**config.mk**
```make
export PLATFORM = sky130hd
export DESIGN_NAME = led_pattern_gen
export DESIGN_NICKNAME = d
export VERILOG_FILES = /design/src/rtl/led_pattern_gen.sv
export SDC_FILE = /design/constraint.sdc
export NUM_CORES = 1
export LEC_CHECK = 0
export CAP_MARGIN = 40
export CORE_ASPECT_RATIO = 0.8
export CORE_MARGIN = 10
export CORE_UTILIZATION = 50
export CTS_CLUSTER_SIZE = 30
export DETAILED_ROUTE_END_ITERATION = 7
export MAX_ROUTING_LAYER = met4
export PLACE_DENSITY_LB_ADDON = 0.15
export SLEW_MARGIN = 20
export SYNTH_ARGS = -nofsm -noshare
export SYNTH_HDL_FRONTEND = slang
export SYNTH_SLANG_ARGS = --single-unit
```
**constraint.sdc**
```tcl
create_clock -name mclk -period 5.8 [get_ports mclk]
set_clock_uncertainty 0.15 [all_clocks]
set_input_delay 0.87 -clock mclk [delete_from_list [all_inputs] [get_ports mclk]]
set_output_delay 0.87 -clock mclk [all_outputs]
set_load 0.005 [all_outputs]
```
**src/rtl/led_pattern_gen.sv**
```systemverilog
// -----------------------------------------------------------------------------
// led_pattern_gen
//
// Multi-channel LED pattern generator. Each of CHANNELS outputs can be set
// OFF, ON, BLINK (half-period of rate+1 ticks) or PWM (duty = low DUTY_W bits
// of rate, out of 2^DUTY_W). A prescaler makes a one-cycle tick enable every
// CLK_DIV cycles, so everything runs on mclk with no derived clocks.
//
// Ports:
//   mclk      in            system clock, rising edge
//   rs        in            asynchronous active-low reset
//   cfg_we    in            config write strobe
//   cfg_ch    in  CH_W      target channel of the write
//   cfg_mode  in  2         00 OFF, 01 ON, 10 BLINK, 11 PWM
//   cfg_rate  in  RATE_W    BLINK: half-period-1 in ticks; PWM: low bits = duty
//   sync      in            one-cycle pulse, realigns prescaler and blink phases
//   cfg_ack   out           one-cycle pulse, write accepted
//   cfg_err   out           one-cycle pulse, write to nonexistent channel
//   led       out CHANNELS  registered LED drive, bit i = channel i
// -----------------------------------------------------------------------------
module led_pattern_gen #(
  parameter int CHANNELS = 4,
  parameter int CH_W     = 2,
  parameter int CLK_DIV  = 25000,
  parameter int RATE_W   = 8,
  parameter int DUTY_W   = 4
) (
  input  logic                mclk,
  input  logic                rs,
  input  logic                cfg_we,
  input  logic [CH_W-1:0]     cfg_ch,
  input  logic [1:0]          cfg_mode,
  input  logic [RATE_W-1:0]   cfg_rate,
  input  logic                sync,
  output logic                cfg_ack,
  output logic                cfg_err,
  output logic [CHANNELS-1:0] led
);

  typedef enum logic [1:0] {
    MODE_OFF   = 2'b00,
    MODE_ON    = 2'b01,
    MODE_BLINK = 2'b10,
    MODE_PWM   = 2'b11
  } mode_t;

  localparam int              PRE_W    = $clog2(CLK_DIV);
  localparam logic [PRE_W-1:0] PRE_LAST = PRE_W'(CLK_DIV - 1);

  logic [PRE_W-1:0]    pre_cnt_reg;
  logic [PRE_W-1:0]    pre_cnt_next;
  logic                tick;
  logic [DUTY_W-1:0]   pwm_cnt_reg;
  logic                ch_valid;
  logic                ack_next;
  logic                err_next;
  logic                ack_reg;
  logic                err_reg;
  logic [CHANNELS-1:0] led_reg;
  logic [CHANNELS-1:0] led_next;

  // ---------------------------------------------------------------------------
  // Prescaler: tick is high for the single cycle where the count sits at
  // CLK_DIV-1. sync restarts the count, which also suppresses a tick that
  // would otherwise land on the same edge.
  // ---------------------------------------------------------------------------
  assign tick = (pre_cnt_reg == PRE_LAST);

  always_comb begin
    pre_cnt_next = pre_cnt_reg + PRE_W'(1);
    if (sync || tick) begin
      pre_cnt_next = '0;
    end
  end

  // Channel indices that exist are accepted; anything above is rejected
  // without touching any channel state.
  assign ch_valid = (32'(cfg_ch) < 32'(CHANNELS));
  assign ack_next = cfg_we & ch_valid;
  assign err_next = cfg_we & ~ch_valid;

  always_ff @(posedge mclk or negedge rs) begin
    if (!rs) begin
      pre_cnt_reg <= '0;
      pwm_cnt_reg <= '0;
      led_reg     <= '0;
      ack_reg     <= 1'b0;
      err_reg     <= 1'b0;
    end else begin
      pre_cnt_reg <= pre_cnt_next;
      pwm_cnt_reg <= pwm_cnt_reg + DUTY_W'(1);  // free-running, shared by all
      led_reg     <= led_next;
      ack_reg     <= ack_next;
      err_reg     <= err_next;
    end
  end

  // ---------------------------------------------------------------------------
  // Per-channel state. Priority on a given edge: a write to this channel,
  // then sync (or a non-BLINK mode) clearing phase/bstate, then a tick
  // advancing the blink phase.
  // ---------------------------------------------------------------------------
  generate
    for (genvar gi = 0; gi < CHANNELS; gi++) begin : g_ch
      mode_t             mode_reg;
      mode_t             mode_next;
      logic [RATE_W-1:0] rate_reg;
      logic [RATE_W-1:0] rate_next;
      logic [RATE_W-1:0] phase_reg;
      logic [RATE_W-1:0] phase_next;
      logic              bstate_reg;
      logic              bstate_next;
      logic              wr_hit;
      logic              led_bit;

      assign wr_hit = cfg_we && ch_valid && (cfg_ch == CH_W'(gi));

      always_comb begin
        mode_next   = mode_reg;
        rate_next   = rate_reg;
        phase_next  = phase_reg;
        bstate_next = bstate_reg;
        if (wr_hit) begin
          mode_next   = mode_t'(cfg_mode);
          rate_next   = cfg_rate;
          phase_next  = '0;
          bstate_next = 1'b0;
        end else if (sync || (mode_reg != MODE_BLINK)) begin
          phase_next  = '0;
          bstate_next = 1'b0;
        end else if (tick) begin
          if (phase_reg == rate_reg) begin
            phase_next  = '0;
            bstate_next = ~bstate_reg;
          end else begin
            phase_next  = phase_reg + RATE_W'(1);
          end
        end
      end

      // LED drive is decided from the mode already in effect, so a new mode
      // shows on the edge after the write that loaded it.
      always_comb begin
        led_bit = 1'b0;
        case (mode_reg)
          MODE_OFF:   led_bit = 1'b0;
          MODE_ON:    led_bit = 1'b1;
          MODE_BLINK: led_bit = bstate_reg;
          MODE_PWM:   led_bit = (pwm_cnt_reg < rate_reg[DUTY_W-1:0]);
          default:    led_bit = 1'b0;
        endcase
      end

      assign led_next[gi] = led_bit;

      always_ff @(posedge mclk or negedge rs) begin
        if (!rs) begin
          mode_reg   <= MODE_OFF;
          rate_reg   <= '0;
          phase_reg  <= '0;
          bstate_reg <= 1'b0;
        end else begin
          mode_reg   <= mode_next;
          rate_reg   <= rate_next;
          phase_reg  <= phase_next;
          bstate_reg <= bstate_next;
        end
      end
    end
  endgenerate

  assign cfg_ack = ack_reg;
  assign cfg_err = err_reg;
  assign led     = led_reg;

endmodule

```
Word level (Yosys, flattened, before mapping)
Index checks and enable logic that the tools add are counted.
- $add $sub $neg: 6
- $lt $le $gt $ge: 4
- eq/ne operators: 24
- mux-type cells: 37
- bitwise gates (word level): 4
- reductions and logical operators: 26
- operator list (cell ; number):
    two-way mux 8 bit ; 16
    adder 8 x 1 -> 8 bit, second input constant ; 4
    equality test 8 bit ; 4
    nonzero test 3 bit ; 8
    equality test 2 bit, second input constant ; 10
    < comparator 4 bit ; 4
    two-way mux 1 bit ; 16
    case mux 1 bit (4 select lines) ; 4
    adder 15 x 1 -> 15 bit, second input constant ; 1
    equality test 15 bit, second input constant ; 1
    two-way mux 15 bit ; 1
    equality test 2 x 1 -> 1 bit, second input constant ; 5
    logical NOT 2 bit ; 5
    != test 2 bit, second input constant ; 4
    AND reduction 2 bit ; 4
    logical OR 1 bit ; 5
    adder 4 x 1 -> 4 bit, second input constant ; 1
    logical AND 1 bit ; 4
    inverter 1 bit ; 4
- register bits: 100
- output and inout bits: 6
- word-level logic and storage cells: 121

Longest topological paths before layout
Gate-level depths: netlist (run 1).
- depth after elaboration: 5
- mapped depth: 7
- gate-level depth less buffers: 6

Least setup slack after synthesis (run 1)
Ideal clock, no wire load.
- path kind: input-to-reg
- start: input port cfg_we
- end: register g_ch[0].bstate_reg
- library setup time: 0.067 ns
- arrival time: 2.238 ns
- data required time: 5.583 ns
- path slack: 3.345 ns
- cell stages on the path: 4
- path through: nor3b_1 > or4b_2 > or4_1 > nand2_1
- longest elaborated chain between the ends: 3
- elaborated cells on any way between the ends: 5
- RTL lines (element ; RTL line ; source):
    start, declared ; 30 ; input logic cfg_we,
    logical AND 1 bit (*) ; 116 ; assign wr_hit = cfg_we && ch_valid && (cfg_ch == CH_W'(gi));
    nonzero test 3 bit (no line) ; -- ;
    AND reduction 2 bit (no line) ; -- ;
    end signal, assigned ; 166 ; bstate_reg <= bstate_next;
    end, declared ; 111 ; logic bstate_reg;
Mark *: on every way between the ends. The rest lies on a longest branch, timed or not.
A chain may end at the register's enable or synchronous reset.

Final worst setup path (run 1)
- start: input port cfg_we
- end: register g_ch[0].phase_reg[4]
- longest elaborated chain between the ends: 2
- elaborated cells on any way between the ends: 3
- RTL lines (element ; RTL line ; source):
    logical AND 1 bit (*) ; 116 ;
    nonzero test 3 bit (no line) / two-way mux 8 bit (equally long branches) ; -- ;
    end signal, assigned ; 165 ; phase_reg <= phase_next;
    end, declared ; 109 ; logic [RATE_W-1:0] phase_reg;
Marked as above.

==> results.json, run 1 <==
{
  "grt_overflow": 0,
  "worstPathRequired_ps": 5920,
  "hold_ws_ps": 309.1,
  "final_area_um2": 5837,
  "internal_power_mw": 1.255,
  "hold_start": "pre_cnt_reg[0]",
  "grt_use_total_pct": 15.81,
  "synth_area_leaders": "dfrtp_1, mux2_2, xnor2_1",
  "finalSetupTns_ps": 0,
  "yosysUniqueCellTypes": 42,
  "clock_latency_ps": 350,
  "fmax_mhz": 323.9,
  "clock_path_buffers": 2,
  "final-hold-violation-count": 0,
  "ctsResizeCount": 0,
  "cts_sinks": 100,
  "cp-endpoint": "g_ch[0].phase_reg[4]",
  "cts_tree": "done",
  "synth_nets": 539,
  "fill_cells": 917,
  "critPathLaunchType": "primary input",
  "antenna_left": 0,
  "p_per_area_nw_per_um2": 286.1,
  "path_clk_slew_ps": 70,
  "pwr-share-clk_pct": 38.4,
  "drive_above_1_share_pct": 12.52,
  "min_period_ps": 3088,
  "p_seq_share_pct": 48.4,
  "rrSetupSlack_ps": 3410,
  "pin_count": 22,
  "die_w_um": 134.0,
  "drt-vias-per-instance": 5.648,
  "peakVddDrop_uv": 190.3,
  "power.share.combinational_pct": 13.2,
  "core_um2": 10200,
  "r2r_end": "g_ch[3].bstate_reg",
  "dr.pass1.iters": 5,
  "hold_path.class": "reg -> reg",
  "vias": 3767,
  "crit_type": "in -> reg",
  "die_y_um": 111.2,
  "grt_first_pass_wirelength_mm": 18.68,
  "maxCapViolations": 0,
  "yosysTopAreaCell": "dfrtp_1",
  "fin_crit_sh_pct": 53.23,
  "dieArea_um2": 14900,
  "wl_per_cell_um": 16.51,
  "numCtsBuffers": 9,
  "place_ws_ps": 2369,
  "route.detailed.drc": 0,
  "io_buffers": 20,
  "syn_area_um2": 5196,
  "wl_mm": 11.01,
  "crit_path_max_incr_delay_ps": 610,
  "start_util_pct": 50.95,
  "crit_path_top_delay_cell": "nor4b_2",
  "avgSynthCellArea_um2": 10.29,
  "outcome": "finished clean",
  "r2r_cells": 4,
  "p_sw_share_pct": 24.87,
  "placed_area_um2": 5520,
  "synth_edf_count": 0,
  "yosysSeqAreaShare_pct": 48.16,
  "synth_async_sr_flop_share_pct": 100.0,
  "ys_ff_latch": 100,
  "synth_flop_cell": "dfrtp_1",
  "rows": 33,
  "hold_buffers": 0,
  "slew_violations": 0,
  "antenna_found_initial": 0,
  "rsz0062_at_grt": "false",
  "setup_slack_ps": 2712,
  "slew_headroom_pct": 52.21,
  "yosysWarnings": 0,
  "switching_power_uw": 415.3,
  "cp_max_fo": 9,
  "gp_congestion": 0.9016,
  "power_leakage_nw": 2.500,
  "crit_start": "cfg_we",
  "syn_to_final_growth_pct": 12.33,
  "critPathCaptureType": "flop",
  "setup_violations": 0,
  "reg2reg_from": "pre_cnt_reg[10]",
  "final_net_count": 556,
  "cp_cell_sequence": "clkdlybuf4s50_1, nor3b_2, buf_4, nor4b_2, o211ai_1, or3_1, o21ai_1",
  "drt_iter0_drc": 305,
  "antenna_cells": 0,
  "max_slew.worst_pin.slew_ps": 715.0,
  "post_cts_buffers": 0,
  "grt_max_degree": 53,
  "dpl.hpwl_mm": 7.739,
  "yosysTopAreaCellShare_pct": 48.16,
  "grt_pass1_vias": 3664,
  "synthCells": 505,
  "crit_arrival_ps": 3210,
  "h-tree-depth": 3,
  "ctsRootBufferMaster": "clkbuf_16"
}
## worst max-delay path, delay by kind of cell
kind | cells | cell delay [ps]
buffers and inverters | 2 | 650
AO/OA/AOI/OAI | 2 | 400
AND/OR/NAND/NOR | 3 | 1270
## how the worst min path moves through the flow
stage	end	slack [ps]	cells past startpoint
4_1_cts	pre_cnt_reg[0]	310	1
5_1_grt	pre_cnt_reg[0]	350	1
6_report	pre_cnt_reg[0]	310	1
3_5_place_dp	pre_cnt_reg[0]	300	1
3_3_place_gp	pre_cnt_reg[0]	300	1
2_1_floorplan	pre_cnt_reg[0]	280	1
## per-stage QoR
| stage | power, mW | std cells | utilization [%] |
|---|---|---|---|
| 6_report | 1.670 | 667 | 57.23 |
| 5_1_grt | 1.751 | 667 | 57.23 |
| 4_1_cts | 1.689 | 667 | 57.23 |
| 3_5_place_dp | 1.042 | 651 | 54.13 |
| 3_3_place_gp | 1.036 | 650 | 54.05 |
| 2_1_floorplan | 0.9586 | 505 | - |
## placed cells by master (no fill, tap or decap), types with 2 or more instances in the layout
| master | n |
|---|---|
| a22oi_1 | 5 |
| nand3_1 | 32 |
| xor2_1 | 16 |
| inv_1 | 30 |
| a21o_1 | 12 |
| buf_4 | 4 |
| nand4_1 | 8 |
| clkinv_2 | 2 |
| mux2_2 | 37 |
| nor2_1 | 27 |
| o211ai_1 | 6 |
| a211oi_1 | 2 |
| or4_1 | 5 |
| nor3_1 | 4 |
| clkdlybuf4s50_1 | 19 |
| nand3b_1 | 2 |
| nand4bb_1 | 2 |
| clkbuf_16 | 9 |
| o21ai_0 | 22 |
| nand2_1 | 26 |
| or3_1 | 21 |
| bufinv_16 | 2 |
| nor4_1 | 2 |
| a32oi_1 | 2 |
| nand2b_1 | 8 |
| dfrtp_1 | 100 |
| xnor2_1 | 28 |
| a31oi_1 | 19 |
| o21ai_1 | 7 |
| ha_1 | 18 |
| or2_2 | 4 |
| and3_1 | 14 |
| o31ai_1 | 4 |
| a21oi_1 | 15 |
| nor3b_1 | 2 |
## layout make-up
cell class | instances | area (um^2) | share of cell area (%)
multi-input combinational | 358 | 2510 | 43.00
sequential | 100 | 2502 | 42.87
inverter | 30 | 112.6 | 1.929
tap | 140 | 175.2 | 3.001
clock inverter | 6 | 87.58 | 1.501
clock buffer | 10 | 229.0 | 3.923
timing repair buffer | 23 | 220.2 | 3.773
## per-layer routing
metal  vias to the layer above  GRT usage, %  share of wire (%)
li1                       1836             -                  -
met5                         -             -                  0
met1                      1854         22.08                 52
met4                         0         4.127               0.84
met2                        69         22.46                 44
met3                         8         3.759                3.4
## logic make-up (layout without fill, tap and decap cells)
family | Yosys count | in the layout | synth area share [%]
AO/OA/AOI/OAI | 94 | 94 | 11.05
XOR/XNOR | 44 | 44 | 7.416
adder cells (fa/ha/maj) | 18 | 18 | 4.334
buffers and inverters | 47 | 69 | 3.636
flip-flops | 100 | 100 | 48.16
multiplexers | 37 | 37 | 8.018
other | 1 | 1 | 0.07217
AND/OR/NAND/NOR | 164 | 164 | 17.31
## Yosys cell counts, types with 3 or more instances
library cell,number
a21oi_1,15
nand2_1,26
nor2_1,27
buf_1,4
mux2_2,37
a21o_1,12
o21ai_1,7
and3_1,14
o21ai_0,22
or3_1,21
inv_1,30
nand4_1,8
a31oi_1,19
xor2_1,16
xnor2_1,28
nand2b_1,8
nor3b_1,3
or2_2,4
dfrtp_1,100
nand3_1,32
a22oi_1,5
o211ai_1,6
nor3_1,4
clkbuf_1,10
or4_1,5
o31ai_1,4
ha_1,18
## power groups by stage
stage               clock network, mW  logic, mW  registers (mW)
detailed placement                  0      0.221           0.821
global route                    0.687      0.247           0.817
global placement                    0      0.216           0.820
floorplan                           0      0.150           0.808
CTS                             0.658      0.223           0.808
finish                          0.642      0.220           0.808
(Power assumes the default switching activity.)
==> run 2, diff against run 1 <==
Clock period 5.8 ns to 3.15 ns, I/O delays scaled along.
==> results.json, run 2 (synthesis results as in run 1) <==
{
  "finalSetupTns_ps": 0,
  "io_buffers": 20,
  "fin_util_pct": 57.60,
  "p_sw_share_pct": 25.12,
  "regArea_um2": 2502,
  "outcome": "finished clean",
  "clock_latency_ps": 340,
  "grt_overflow": 0,
  "rrSetupSlack_ps": 770,
  "internal_power_mw": 2.283,
  "cts_sinks": 100,
  "min_period_ps": 2378,
  "path_clk_slew_ps": 70,
  "final-hold-violation-count": 0,
  "grt_max_degree": 54,
  "slew_headroom_pct": 54.70,
  "cts_tree": "done",
  "crit_type": "reg -> reg",
  "rsz0062_at_grt": "false",
  "syn_to_final_growth_pct": 13.05,
  "antenna_cells": 0,
  "clock_path_buffers": 2,
  "hold_buffers": 0,
  "pin_count": 22,
  "reg2reg_from": "pre_cnt_reg[0]",
  "r2r_end": "g_ch[3].bstate_reg",
  "cp_max_fo": 22,
  "start_util_pct": 50.95,
  "grt_use_total_pct": 15.96,
  "power_leakage_nw": 2.516,
  "fill_cells": 902,
  "ctsResizeCount": 0,
  "worstPathRequired_ps": 3270,
  "multiInputGateArea_um2": 2510,
  "die_w_um": 134.0,
  "hold_path.class": "in -> async",
  "dr.pass1.iters": 5,
  "r2r_cells": 5,
  "slew_violations": 0,
  "p_per_area_nw_per_um2": 518.9,
  "wl_per_cell_um": 16.53,
  "switching_power_uw": 765.8,
  "core_um2": 10200,
  "dieArea_um2": 14900,
  "ctsRootBufferMaster": "clkbuf_16",
  "drt-vias-per-instance": 5.654,
  "critPathCaptureType": "flop",
  "p_seq_share_pct": 48.8,
  "pwr-share-clk_pct": 37.8,
  "cp_cell_sequence": "ha_1, nand3_1, or4_4, or4_1, o21ai_1",
  "fin_crit_sh_pct": 75.51,
  "crit_path_max_incr_delay_ps": 740,
  "final_net_count": 560,
  "crit_arrival_ps": 2500,
  "grt_pass1_vias": 3700,
  "post_cts_buffers": 0,
  "power.share.combinational_pct": 13.4,
  "antenna_found_initial": 0,
  "layout_commonest_cell": "dfrtp_1",
  "h-tree-depth": 3,
  "gp_congestion": 0.9007,
  "dpl.hpwl_mm": 7.890,
  "drt_iter0_drc": 318,
  "peakVddDrop_uv": 305.0,
  "report.power.total_mw": 3.048,
  "numCtsBuffers": 9,
  "critPathLaunchType": "flop",
  "fmax_mhz": 420.4,
  "final_cell_mix": "dfrtp_1, mux2_2, nand3_1, inv_1, xnor2_1",
  "die_y_um": 111.2,
  "setup_violations": 0,
  "vias": 3794,
  "grt_first_pass_wirelength_mm": 18.87,
  "antenna_left": 0,
  "drive_above_1_share_pct": 13.18,
  "route.detailed.drc": 0,
  "maxCapViolations": 0,
  "max_slew.worst_pin.slew_ps": 679.5,
  "crit_path_top_delay_cell": "or4_4",
  "hold_ws_ps": 11.55,
  "rows": 33,
  "wl_mm": 11.09
}
## run 2: through the flow
step | cell area (um^2) | setup slack (ps) | cells
after floorplan | 5196 | 908.2 | 505
after global placement | 5563 | 546.4 | 655
after detailed placement | 5563 | 477.9 | 655
after global routing | 5874 | 686.9 | 671
after CTS | 5874 | 776.7 | 671
final | 5874 | 771.5 | 671
## run 2: area by class of cell
class | instances | share of cell area [%]
inverter | 30 | 1.917
clock buffer | 12 | 4.366
tap | 140 | 2.982
clock inverter | 4 | 0.9372
timing repair buffer | 27 | 4.473
multi-input combinational | 358 | 42.73
sequential | 100 | 42.60
## run 2: how the worst max path moves through the flow
stage | startpoint | end
detailed placement | cfg_we | g_ch[0].phase_reg[5]
global route | pre_cnt_reg[0] | g_ch[1].bstate_reg
CTS | pre_cnt_reg[0] | g_ch[3].bstate_reg
global placement | sync | g_ch[0].bstate_reg
floorplan | pre_cnt_reg[10] | g_ch[0].bstate_reg
finish | pre_cnt_reg[0] | g_ch[3].bstate_reg
## run 2: routing by layer
metal	vias up	GRT usage [%]	part of all wire [%]
li1	1842	-	-
met1	1869	22.11	50
met2	69	22.92	45
met3	14	3.668	3.8
met4	0	4.272	1.4
met5	-	-	0
## run 2: critical path: cells and delay by family, from the launching register on
family | cells | cell delay [ps]
AO/OA/AOI/OAI | 1 | 80
adder cells (fa/ha/maj) | 1 | 210
AND/OR/NAND/NOR | 3 | 1480
flip-flops | 1 | 370
## run 2: power groups by stage
stage | logic [mW] | clock network, mW | registers [mW]
detailed placement | 0.412 | 0 | 1.51
CTS | 0.415 | 1.18 | 1.49
global placement | 0.403 | 0 | 1.51
floorplan | 0.277 | 0 | 1.49
finish | 0.409 | 1.15 | 1.49
global route | 0.462 | 1.23 | 1.50
